[config.mk]
export PLATFORM = sky130hd
export DESIGN_NAME = mem_arbiter
export DESIGN_NICKNAME = d
export VERILOG_FILES = /design/src/rtl/mem_arbiter.sv
export SDC_FILE = /design/constraint.sdc
export NUM_CORES = 1
export LEC_CHECK = 0
export CAP_MARGIN = 40
export CORE_MARGIN = 2
export CORE_UTILIZATION = 30
export CTS_CLUSTER_SIZE = 25
export DETAILED_ROUTE_END_ITERATION = 8
export SETUP_SLACK_MARGIN = 0.15
export SLEW_MARGIN = 5
export SYNTH_ARGS = -nofsm -noshare
export SYNTH_HDL_FRONTEND = slang
export SYNTH_SLANG_ARGS = --single-unit
[constraint.sdc]
create_clock -name clk -period 4.3 [get_ports clk]
set_input_delay 0.43 -clock clk [delete_from_list [all_inputs] [get_ports clk]]
set_output_delay 0.43 -clock clk [all_outputs]
set_load 0.1 [all_outputs]
[src/rtl/mem_arbiter.sv]
// N-channel memory arbiter: one-deep request buffer per channel, serialised onto a single valid/ready bus.
// Define ARBITER_ROUND_ROBIN_EN for round-robin selection; otherwise lowest eligible index wins.
module mem_arbiter #(
  parameter int CHANNELS   = 2,
  parameter int ADDR_WIDTH = 32,
  parameter int DATA_WIDTH = 32
) (
  input  logic                                 rst,
  input  logic                                 clk,
  input  logic [CHANNELS-1:0]                  req_valid,
  input  logic [CHANNELS-1:0]                  req_instr,
  input  logic [CHANNELS*ADDR_WIDTH-1:0]       req_addr,
  input  logic [CHANNELS*DATA_WIDTH-1:0]       req_wdata,
  input  logic [CHANNELS*(DATA_WIDTH/8)-1:0]   req_wstrb,
  output logic [CHANNELS-1:0]                  resp_ready,
  output logic [DATA_WIDTH-1:0]                resp_rdata,
  output logic                                 memory_valid,
  output logic                                 memory_instr,
  output logic [ADDR_WIDTH-1:0]                memory_addr,
  output logic [DATA_WIDTH-1:0]                memory_wdata,
  output logic [DATA_WIDTH/8-1:0]              memory_wstrb,
  input  logic [DATA_WIDTH-1:0]                memory_rdata,
  input  logic                                 memory_ready
);

  localparam int SW = DATA_WIDTH / 8;
  localparam int GW = (CHANNELS > 1) ? $clog2(CHANNELS) : 1;

  localparam logic [0:0] IDLE = 1'b0;
  localparam logic [0:0] BUSY = 1'b1;

  logic [0:0]            state;
  logic [GW-1:0]         gnt;
  logic [CHANNELS-1:0]   pend;
  logic [CHANNELS-1:0]   pend_instr;
  logic [ADDR_WIDTH-1:0] pend_addr  [CHANNELS];
  logic [DATA_WIDTH-1:0] pend_wdata [CHANNELS];
  logic [SW-1:0]         pend_wstrb [CHANNELS];

  logic [CHANNELS-1:0]   elig;
  logic [CHANNELS-1:0]   win_oh;
  logic                  found;
  logic [GW-1:0]         win_idx;
  logic                  win_instr;
  logic [ADDR_WIDTH-1:0] win_addr;
  logic [DATA_WIDTH-1:0] win_wdata;
  logic [SW-1:0]         win_wstrb;
  logic                  take;
  logic                  grant;

`ifdef ARBITER_ROUND_ROBIN_EN
  logic [GW-1:0]         last;
  int                    idx;
`endif

  assign memory_valid = (state == BUSY);

  always_comb begin
    // Incoming pulses bypass the buffer; the channel currently on the bus is never eligible.
    elig = pend | req_valid;
    for (int i = 0; i < CHANNELS; i++) begin
      if (state == BUSY && gnt == GW'(i)) elig[i] = 1'b0;
    end

    found  = 1'b0;
    win_oh = '0;
`ifdef ARBITER_ROUND_ROBIN_EN
    idx = 0;
    for (int k = 0; k < CHANNELS; k++) begin
      idx = int'(last) + 1 + k;
      if (idx >= CHANNELS) idx = idx - CHANNELS;
      for (int i = 0; i < CHANNELS; i++) begin
        if (!found && elig[i] && idx == i) begin
          win_oh[i] = 1'b1;
          found     = 1'b1;
        end
      end
    end
`else
    for (int i = 0; i < CHANNELS; i++) begin
      if (!found && elig[i]) begin
        win_oh[i] = 1'b1;
        found     = 1'b1;
      end
    end
`endif

    win_idx   = '0;
    win_instr = 1'b0;
    win_addr  = '0;
    win_wdata = '0;
    win_wstrb = '0;
    for (int i = 0; i < CHANNELS; i++) begin
      if (win_oh[i]) begin
        win_idx   = GW'(i);
        win_instr = pend[i] ? pend_instr[i] : req_instr[i];
        win_addr  = pend[i] ? pend_addr[i]  : req_addr[i*ADDR_WIDTH +: ADDR_WIDTH];
        win_wdata = pend[i] ? pend_wdata[i] : req_wdata[i*DATA_WIDTH +: DATA_WIDTH];
        win_wstrb = pend[i] ? pend_wstrb[i] : req_wstrb[i*SW +: SW];
      end
    end

    take  = (state == IDLE) || memory_ready;
    grant = take && found;
  end

  always_ff @(posedge clk or negedge rst) begin
    if (!rst) begin
      state        <= IDLE;
      gnt          <= '0;
`ifdef ARBITER_ROUND_ROBIN_EN
      last         <= GW'(CHANNELS - 1);
`endif
      pend         <= '0;
      pend_instr   <= '0;
      for (int i = 0; i < CHANNELS; i++) begin
        pend_addr[i]  <= '0;
        pend_wdata[i] <= '0;
        pend_wstrb[i] <= '0;
      end
      memory_instr <= 1'b0;
      memory_addr  <= '0;
      memory_wdata <= '0;
      memory_wstrb <= '0;
      resp_ready   <= '0;
      resp_rdata   <= '0;
    end else begin
      resp_ready <= '0;
      if (state == BUSY && memory_ready) begin
        resp_rdata <= memory_rdata;
        for (int i = 0; i < CHANNELS; i++) begin
          if (gnt == GW'(i)) resp_ready[i] <= 1'b1;
        end
      end

      // A completing handshake may load the next winner in the same cycle (no bubble).
      if (grant) begin
        state        <= BUSY;
        gnt          <= win_idx;
`ifdef ARBITER_ROUND_ROBIN_EN
        last         <= win_idx;
`endif
        memory_instr <= win_instr;
        memory_addr  <= win_addr;
        memory_wdata <= win_wdata;
        memory_wstrb <= win_wstrb;
      end else if (state == BUSY && memory_ready) begin
        state <= IDLE;
      end

      for (int i = 0; i < CHANNELS; i++) begin
        if (req_valid[i]) begin
          pend[i]       <= 1'b1;
          pend_instr[i] <= req_instr[i];
          pend_addr[i]  <= req_addr[i*ADDR_WIDTH +: ADDR_WIDTH];
          pend_wdata[i] <= req_wdata[i*DATA_WIDTH +: DATA_WIDTH];
          pend_wstrb[i] <= req_wstrb[i*SW +: SW];
        end
        if (grant && win_oh[i]) pend[i] <= 1'b0;
      end
    end
  end

endmodule

* Yosys cells after proc, flatten, opt, wreduce, memory -nomap -nowiden
Cells that the tools add are included.
** Word-level totals
- Input bits :: 175
- Output and inout port bits :: 104
- Word-level logic and storage cells :: 64
- Bits in registers :: 245
** Operators by class
- Bitwise logic cells :: 3
- Reductions and logical operators :: 12
- Muxes and demuxes :: 31
** Operator list (count)
- 2-to-1 mux 32 bit :: 8
- 2-to-1 mux 1 bit :: 18
- 2-to-1 mux 4 bit :: 4
- logical AND 1 bit :: 7
- nonzero test 2 bit :: 3
- 2-to-1 mux 2 bit :: 1
- inverter 1 bit :: 2
- bitwise OR 2 bit :: 1
- zero test 1 bit :: 1
- logical OR 1 bit :: 1

* Depth between registers and ports, before layout
Gate-level depths: netlist of the first run.
- Depth in word-level cells :: 10
- Mapped depth :: 7
- Mapped depth without buffers :: 4

* Least setup slack after synthesis of the first run
Ideal clock, no wire load.
- Path type :: flip-flop to flip-flop
- Start point :: register state (netlist: memory_valid)
- End point :: register memory_addr[0]
- Buffers on the path :: 2
- Clock period less this slack :: 2.152 ns
- Setup time :: 0.126 ns
- Data required time :: 4.174 ns
- Arrival :: 2.026 ns
- Cell stages (with the launch flop) :: 6
- Slack :: 2.148 ns
- Path through :: dfrtp_1 > nand2_1 > and3_1 > buf_6 > buf_6 > mux2_4
** On the way
- Cells in the longest elaborated chain, start to end :: 7
- Elaborated cells on any way between the ends :: 14
- Those cells by class :: 7 x mux; 1 x bitwise; 6 x reduce/logical
** RTL lines
- start: declaration :: line 32 : logic [0:0] state;
- start signal: assignment :: line 109 : state <= IDLE;
- start signal: assignment :: line 138 : state <= BUSY;
- start signal: assignment :: line 148 : state <= IDLE;
- logical AND 1 bit :: line 62 : if (state == BUSY && gnt == GW'(i)) elig[i] = 1'b0;
- 2-to-1 mux 1 bit :: line 62
- 2-to-1 mux 1 bit :: line 81 : if (!found && elig[i]) begin
- zero test 1 bit :: line 81
- logical AND 1 bit :: line 81
- 2-to-1 mux 1 bit :: line 81
- 2-to-1 mux 32 bit / logical AND 1 bit (equally long branches) :: line 94, 104
- end signal: assignment :: line 144 : memory_addr <= win_addr;
- end: declaration :: line 19 : output logic [ADDR_WIDTH-1:0] memory_addr,
Parallel ways exist; a longest one is shown, timed or not.
A chain may end at the register's enable or synchronous reset.

* Final worst setup path of the first run
- Start point :: register pend[1]
- End point :: register memory_wstrb[2]
** On the way
- Cells in the longest elaborated chain, start to end :: 5
- Elaborated cells on any way between the ends :: 8
- Those cells by class :: 5 x mux; 1 x bitwise; 2 x reduce/logical
** RTL lines
- start: declaration :: line 34 : logic [CHANNELS-1:0] pend;
- start signal: assignment :: line 114 : pend <= '0;
- start signal: indexed assignment :: line 153 : pend[i] <= 1'b1;
- start signal: indexed assignment :: line 159 : if (grant && win_oh[i]) pend[i] <= 1'b0;
- bitwise OR 2 bit :: line 60 : elig = pend | req_valid;
- 2-to-1 mux 1 bit :: line 62
- logical AND 1 bit :: line 81
- 2-to-1 mux 1 bit :: line 81
- 2-to-1 mux 4 bit / logical AND 1 bit (equally long branches) :: line 94, 104
- end signal: assignment :: line 146 : memory_wstrb <= win_wstrb;
- end: declaration :: line 21 : output logic [DATA_WIDTH/8-1:0] memory_wstrb,
Parallel ways exist; a longest one is shown, timed or not.

==> impl_metrics.env, run 1 <==
export IMPL_status="finished clean"
export IMPL_drv_cap=0
export IMPL_synthSimpleGateAreaFrac_pct=9.54
export IMPL_grt_overflow=0
export IMPL_ir_worst_vdd_uv=531
export IMPL_grt_pass1_vias=9921
export IMPL_grt_usage_pct=16.9
export IMPL_antenna_found_initial=3
export IMPL_syn_nets=1389
export IMPL_worst_hold_slack_ns=0.221
export IMPL_crit_path_start_kind="flip-flop"
export IMPL_cp_required_ns=4.72
export IMPL_postRouteAntennaNets=0
export IMPL_cts_sinks=245
export IMPL_cts_buffer_depth=3
export IMPL_cp_slowest_cell="dfrtp_4"
export IMPL_synthAdderAreaFrac_pct=0
export IMPL_worst_setup_path_end_kind="flip-flop"
export IMPL_worst_clock_skew_ns=0.0148
export IMPL_switching_share_pct=44.0
export IMPL_clk_pin_slew_ns=0.06
export IMPL_multi_input_area_um2=4540
export IMPL_fmax_ghz=0.361
export IMPL_drv_slew=0
export IMPL_slew_headroom_pct=49.1
export IMPL_die_x_um=201
export IMPL_ys_ff_latch=245
export IMPL_final_common_cell="nand2_1"
export IMPL_cts_buffers_inserted=29
export IMPL_rsz0062_at_grt="no"
export IMPL_fillers=3496
export IMPL_power_switching_mw=6.25
export IMPL_met3_length_um=2160
export IMPL_cts_repair_resized=0
export IMPL_synth_area_um2=11600
export IMPL_seqPwrFrac_pct=23.7
export IMPL_critical_path_max_stage_delay_ns=0.90
export IMPL_hp_class="in -> reg"
export IMPL_fin_tns_setup_ns=0
export IMPL_top_layer_used="met4"
export IMPL_drc=0
export IMPL_drt_initial_drc_count=600
export IMPL_detail_route_first_pass_iterations=5
export IMPL_grt_pass1_wl_um=55200
export IMPL_dieArea_um2=40300
export IMPL_tritoncts="done"
export IMPL_clk_latency_ns=0.55
export IMPL_setup_worst_path_class="reg -> reg"
export IMPL_rows=72
export IMPL_start_util_pct=30.2
export IMPL_final_cell_mix="282 x nand2_1, 275 x clkdlybuf4s50_1, 267 x o21ai_0"
export IMPL_hold_violations=0
export IMPL_fp_coreArea_um2=38400
export IMPL_path_delay_family="simple AND/OR/NAND/NOR gates"
export IMPL_drt_met1_wl_um=15300
export IMPL_fin_util_pct=46.3
export IMPL_yosys_warnings=0
export IMPL_wl_met2_um=15500
export IMPL_clkPwrFrac_pct=18.5
export IMPL_grt_max_degree=97
export IMPL_ys_seq_area_share_pct=52.8
export IMPL_comb_power_share_pct=57.8
export IMPL_clockRootBuffer="clkbuf_16"
export IMPL_synth_xor_area_share_pct=0
export IMPL_fin_crit_ns=2.77
export IMPL_nets=1729
export IMPL_min_period_over_period_pct=64.5
export IMPL_h_tree_depth=1
export IMPL_area_growth_pct=53.1
export IMPL_seqCellArea_um2=6140
export IMPL_synth_cells=1214
export IMPL_intPower_mw=7.97
export IMPL_crit_path_max_fanout=75
export IMPL_gp_congestion=0.773
export IMPL_worst_path_buf_inv=1
export IMPL_avgRoutedWirePerCell_um=16.0
export IMPL_power_density_nw_per_um2=800
export IMPL_vias=9622
export IMPL_pin_count=279
export IMPL_vias_per_cell=4.59
export IMPL_wl_um=33600
export IMPL_port_buffers=278
export IMPL_synth_top_family_by_area="compound AO/OA/AOI/OAI gates"
export IMPL_synth_cell_types=21
export IMPL_arrival_ns=3.19
export IMPL_synth_area_mux_share_pct=12.0
export IMPL_leakage_nw=8.13
export IMPL_cts_setup_buffers=0
export IMPL_drive_gt1_share_pct=17.3
export IMPL_tightest_slew_ns=0.763
export IMPL_avgSynthCellArea_um2=9.56
export IMPL_fp_dieH_um=201
export IMPL_worstPathCellList="nor2_1, nand2_1, and3_4, buf_12, mux2_4"
export IMPL_synth_compound_area_share_pct=17.5
export IMPL_hpwl_um=22500
export IMPL_setup_viol=0
## worst min-delay path: stages
cell     delay, ns
buf_4         0.11
nor2_1        0.07
o22ai_1       0.10
## kinds of logic (layout without fill, tap and decap cells)
family | Yosys count | count (layout)
mux | 101 | 101
other cells | 0 | 3
simple gates | 291 | 291
compound gates | 350 | 350
flops | 245 | 245
buf+inv | 227 | 589
## Yosys cell counts
library cell,n,area (um2)
nand2_1,282,1060
and3_1,1,6.26
dfrtp_1,245,6130
buf_1,6,22.5
buf_2,13,65.1
nand2b_1,1,6.26
a22o_1,69,604
nor3_1,1,5.00
inv_1,140,526
o21ai_0,267,1340
o31ai_4,1,21.3
mux2_4,69,1040
clkbuf_1,58,218
o21ai_1,11,55.1
buf_6,9,101
buf_4,1,7.51
nor2_1,5,18.8
mux2_2,32,360
nor3b_2,1,12.5
a21oi_1,1,5.00
o22ai_1,1,6.26
## per-layer routing
metal / vias to the layer above / global-route usage (%)
met5: - / 0
met1: 4626 / 22.9
met2: 278 / 27.3
li1: 4671 / -
met3: 47 / 4.30
met4: 0 / 3.47
## what timing repair did
item	CTS	global route
endpoints found under the hold margin	93	0
hold buffers	1	0
endpoints found under the setup margin	0	0
## power by group through the flow
| stage | Clock, mW | Sequential (mW) | Combinational [mW] |
|---|---|---|---|
| 6_report | 2.63 | 3.37 | 8.22 |
| 5_1_grt | 2.78 | 3.46 | 8.62 |
| 3_5_place_dp | 0 | 3.40 | 8.28 |
| 4_1_cts | 2.69 | 3.38 | 8.30 |
| 2_1_floorplan | 0 | 5.89 | 2.51 |
| 3_3_place_gp | 0 | 3.40 | 6.53 |
## per-stage QoR
step / cells / power [mW] / setup WS [ns] / instance area, um2
3_5_place_dp: 2040 / 11.7 / 1.43 / 16700
3_3_place_gp: 1934 / 9.93 / 1.44 / 14700
2_1_floorplan: 1214 / 8.40 / 2.15 / 11600
5_1_grt: 2095 / 14.9 / 1.30 / 17800
4_1_cts: 2094 / 14.4 / 1.48 / 17800
6_report: 2097 / 14.2 / 1.53 / 17800
## path summary, 6_finish.rpt
kind | start | end | slack, ns | cells past startpoint
setup / recovery | pend[1] | memory_wstrb[2] | 1.53 | 5
hold / removal | req_valid[1] | gnt | 0.22 | 3
setup reg to reg | pend[1] | memory_wstrb[2] | 1.53 | 5
hold reg to reg | resp_rdata[16] | resp_rdata[16] | 0.50 | 1
max in group asynchronous | rst | memory_addr[16] | 2.75 | 3
min in group asynchronous | rst | memory_wdata[11] | 0.51 | 2
## layout make-up
cell class	count	share of cell area (%)
Sequential cell	245	34.5
Multi-Input combinational cell	742	25.6
Timing Repair Buffer	396	27.4
Clock buffer	46	5.01
Tap cell	518	3.65
Clock inverter	7	0.775
Inverter	140	2.96
Antenna cell	3	0.0423
## flip-flops by register name, indices dropped and copies added, names as in the netlist, 2 cells and up
name	count
memory_wdata	32
memory_wstrb	4
pend_wdata	64
pend	2
pend_addr	64
resp_rdata	32
pend_wstrb	8
pend_instr	2
memory_addr	32
resp_ready	2
Note: power is estimated with default switching activity, not from simulation.
==> inputs of run 2 (changes only) <==
==> constraint.sdc (replaced) <==
create_clock -name clk -period 2.4 [get_ports clk]
set_input_delay 0.24 -clock clk [delete_from_list [all_inputs] [get_ports clk]]
set_output_delay 0.24 -clock clk [all_outputs]
set_load 0.1 [all_outputs]
==> run 2 against run 1 <==
  * Non-clock buffer count decreased by 91
  * First-iteration DRC count decreased by 40%
  * Worst hold slack worse by 0.19 ns
  * Sequential cell count stayed put
  * Setup slack lost 1.0 ns
  * Utilization is 5.4 points lower
  * Routed wire length decreased by 4.3%
  * Cell area fell by 12%
  * Critical path depth unchanged
==> impl_metrics.env, run 2 (synthesis gave the netlist of run 1 again) <==
export IMPL_fin_tns_setup_ns=0
export IMPL_rsz0062_at_grt="no"
export IMPL_hold_violations=0
export IMPL_cts_setup_buffers=0
export IMPL_fin_crit_ns=1.91
export IMPL_wl_um=32200
export IMPL_avgRoutedWirePerCell_um=16.1
export IMPL_tightest_slew_ns=0.663
export IMPL_postRouteAntennaNets=0
export IMPL_dieArea_um2=40300
export IMPL_clk_pin_slew_ns=0.06
export IMPL_setup_worst_path_class="reg -> reg"
export IMPL_drv_cap=0
export IMPL_grt_pass1_vias=9296
export IMPL_final_cell_mix="282 x nand2_1, 267 x o21ai_0, 243 x dfrtp_1"
export IMPL_setup_viol=0
export IMPL_vias=9077
export IMPL_worst_setup_path_end_kind="flip-flop"
export IMPL_min_period_over_period_pct=79.7
export IMPL_cts_repair_resized=0
export IMPL_tritoncts="done"
export IMPL_drv_slew=0
export IMPL_grt_pass1_wl_um=51800
export IMPL_area_growth_pct=35.2
export IMPL_antenna_found_initial=1
export IMPL_crit_path_start_kind="flip-flop"
export IMPL_leakage_nw=7.42
export IMPL_arrival_ns=2.33
export IMPL_fin_util_pct=40.9
export IMPL_h_tree_depth=1
export IMPL_vias_per_cell=4.54
export IMPL_cp_required_ns=2.81
export IMPL_ir_worst_vdd_uv=926
export IMPL_detail_route_first_pass_iterations=4
export IMPL_slew_headroom_pct=55.8
export IMPL_nets=1637
export IMPL_fp_coreArea_um2=38400
export IMPL_final_common_cell="nand2_1"
export IMPL_hpwl_um=21500
export IMPL_fp_dieH_um=201
export IMPL_worst_clock_skew_ns=0.0142
export IMPL_grt_overflow=0
export IMPL_fillers=3779
export IMPL_drc=0
export IMPL_grt_usage_pct=15.9
export IMPL_status="finished clean"
export IMPL_port_buffers=278
export IMPL_clockRootBuffer="clkbuf_16"
export IMPL_pin_count=279
export IMPL_reg_largest_list="pend_addr: 64 flops, pend_wdata: 64 flops"
export IMPL_clk_latency_ns=0.54
export IMPL_hp_class="in -> reg"
export IMPL_postCtsHoldBufs=1
export IMPL_fmax_ghz=0.523
export IMPL_die_x_um=201
export IMPL_rows=72
export IMPL_cts_buffers_inserted=28
export IMPL_power_density_nw_per_um2=1420
export IMPL_grt_max_degree=109
export IMPL_drt_initial_drc_count=360
export IMPL_cts_buffer_depth=3
export IMPL_gp_congestion=0.775
export IMPL_drive_gt1_share_pct=19.1
export IMPL_antenna_cells=0
export IMPL_start_util_pct=30.2
export IMPL_crit_path_max_fanout=34
export IMPL_cts_sinks=245
-- run 2: cell types whose count changed in the layout (fill, tap and decap cells not counted), sizes merged --
| cell | previous run | this run |
|---|---|---|
| clkbuf | 46 | 45 |
| bufinv | 4 | 2 |
| diode | 3 | 0 |
| clkinvlp | 1 | 0 |
| buf | 120 | 133 |
| clkdlybuf4s50 | 275 | 171 |
| clkinv | 2 | 3 |
-- run 2: per-stage QoR --
| step | cells | setup WS (ns) | instance area (um2) | hold WS [ns] | power [mW] |
|---|---|---|---|---|---|
| 2_1_floorplan | 1214 | 0.248 | 11600 | -0.0556 | 15.1 |
| 3_3_place_gp | 1949 | 0.313 | 14700 | 0.256 | 17.8 |
| 3_5_place_dp | 1949 | 0.298 | 14700 | 0.253 | 18.0 |
| 4_1_cts | 2000 | 0.484 | 15700 | 0.0122 | 22.5 |
| 5_1_grt | 2000 | 0.400 | 15700 | 0.0571 | 23.3 |
| 6_report | 2000 | 0.487 | 15700 | 0.0322 | 22.2 |
-- run 2: final cells by class --
cell class / count / area, um2 / area share [%]
Clock inverter: 5 / 75.1 / 0.479
Tap cell: 518 / 648 / 4.13
Clock buffer: 45 / 876 / 5.58
Multi-Input combinational cell: 742 / 4540 / 29.0
Inverter: 140 / 526 / 3.35
Timing Repair Buffer: 305 / 2880 / 18.3
Sequential cell: 245 / 6140 / 39.1
-- run 2: metal layers --
layer  global-route usage, %  routed length (um)  share of wire, %  vias up
li1                        -                   -                 -     4481
met3                    3.69                2160               6.7       34
met4                    3.12                 407               1.3        0
met5                       0                   0                 0        -
met1                    21.7               14900                46     4320
met2                    25.9               14700                46      242
-- run 2: critical path, cell delays in order, from the launching register on --
cell and delay (ns):
dfrtp_1 0.50, nand2b_4 0.31, o31ai_4 0.13, buf_4 0.29, a22o_1 0.27, mux2_4 0.25
-- run 2: worst paths after layout --
| kind | from | end | slack [ns] | depth (start not counted) |
|---|---|---|---|---|
| max | memory_valid | memory_wdata[20] | 0.49 | 5 |
| min | req_valid[0] | pend[0] | 0.03 | 3 |
| max reg2reg | memory_valid | memory_wdata[20] | 0.49 | 5 |
| min reg2reg | resp_rdata[10] | resp_rdata[10] | 0.51 | 1 |
| max in group asynchronous | rst | pend_addr[25] | 1.37 | 3 |
| min in group asynchronous | rst | memory_wdata[10] | 0.27 | 2 |
-- run 2: power by group --
| group | switching, mW | leakage [nW] | internal, mW |
|---|---|---|---|
| clock | 1.70 | 0.470 | 2.69 |
| combinational | 8.28 | 3.95 | 3.81 |
| sequential | 0.650 | 2.99 | 5.10 |
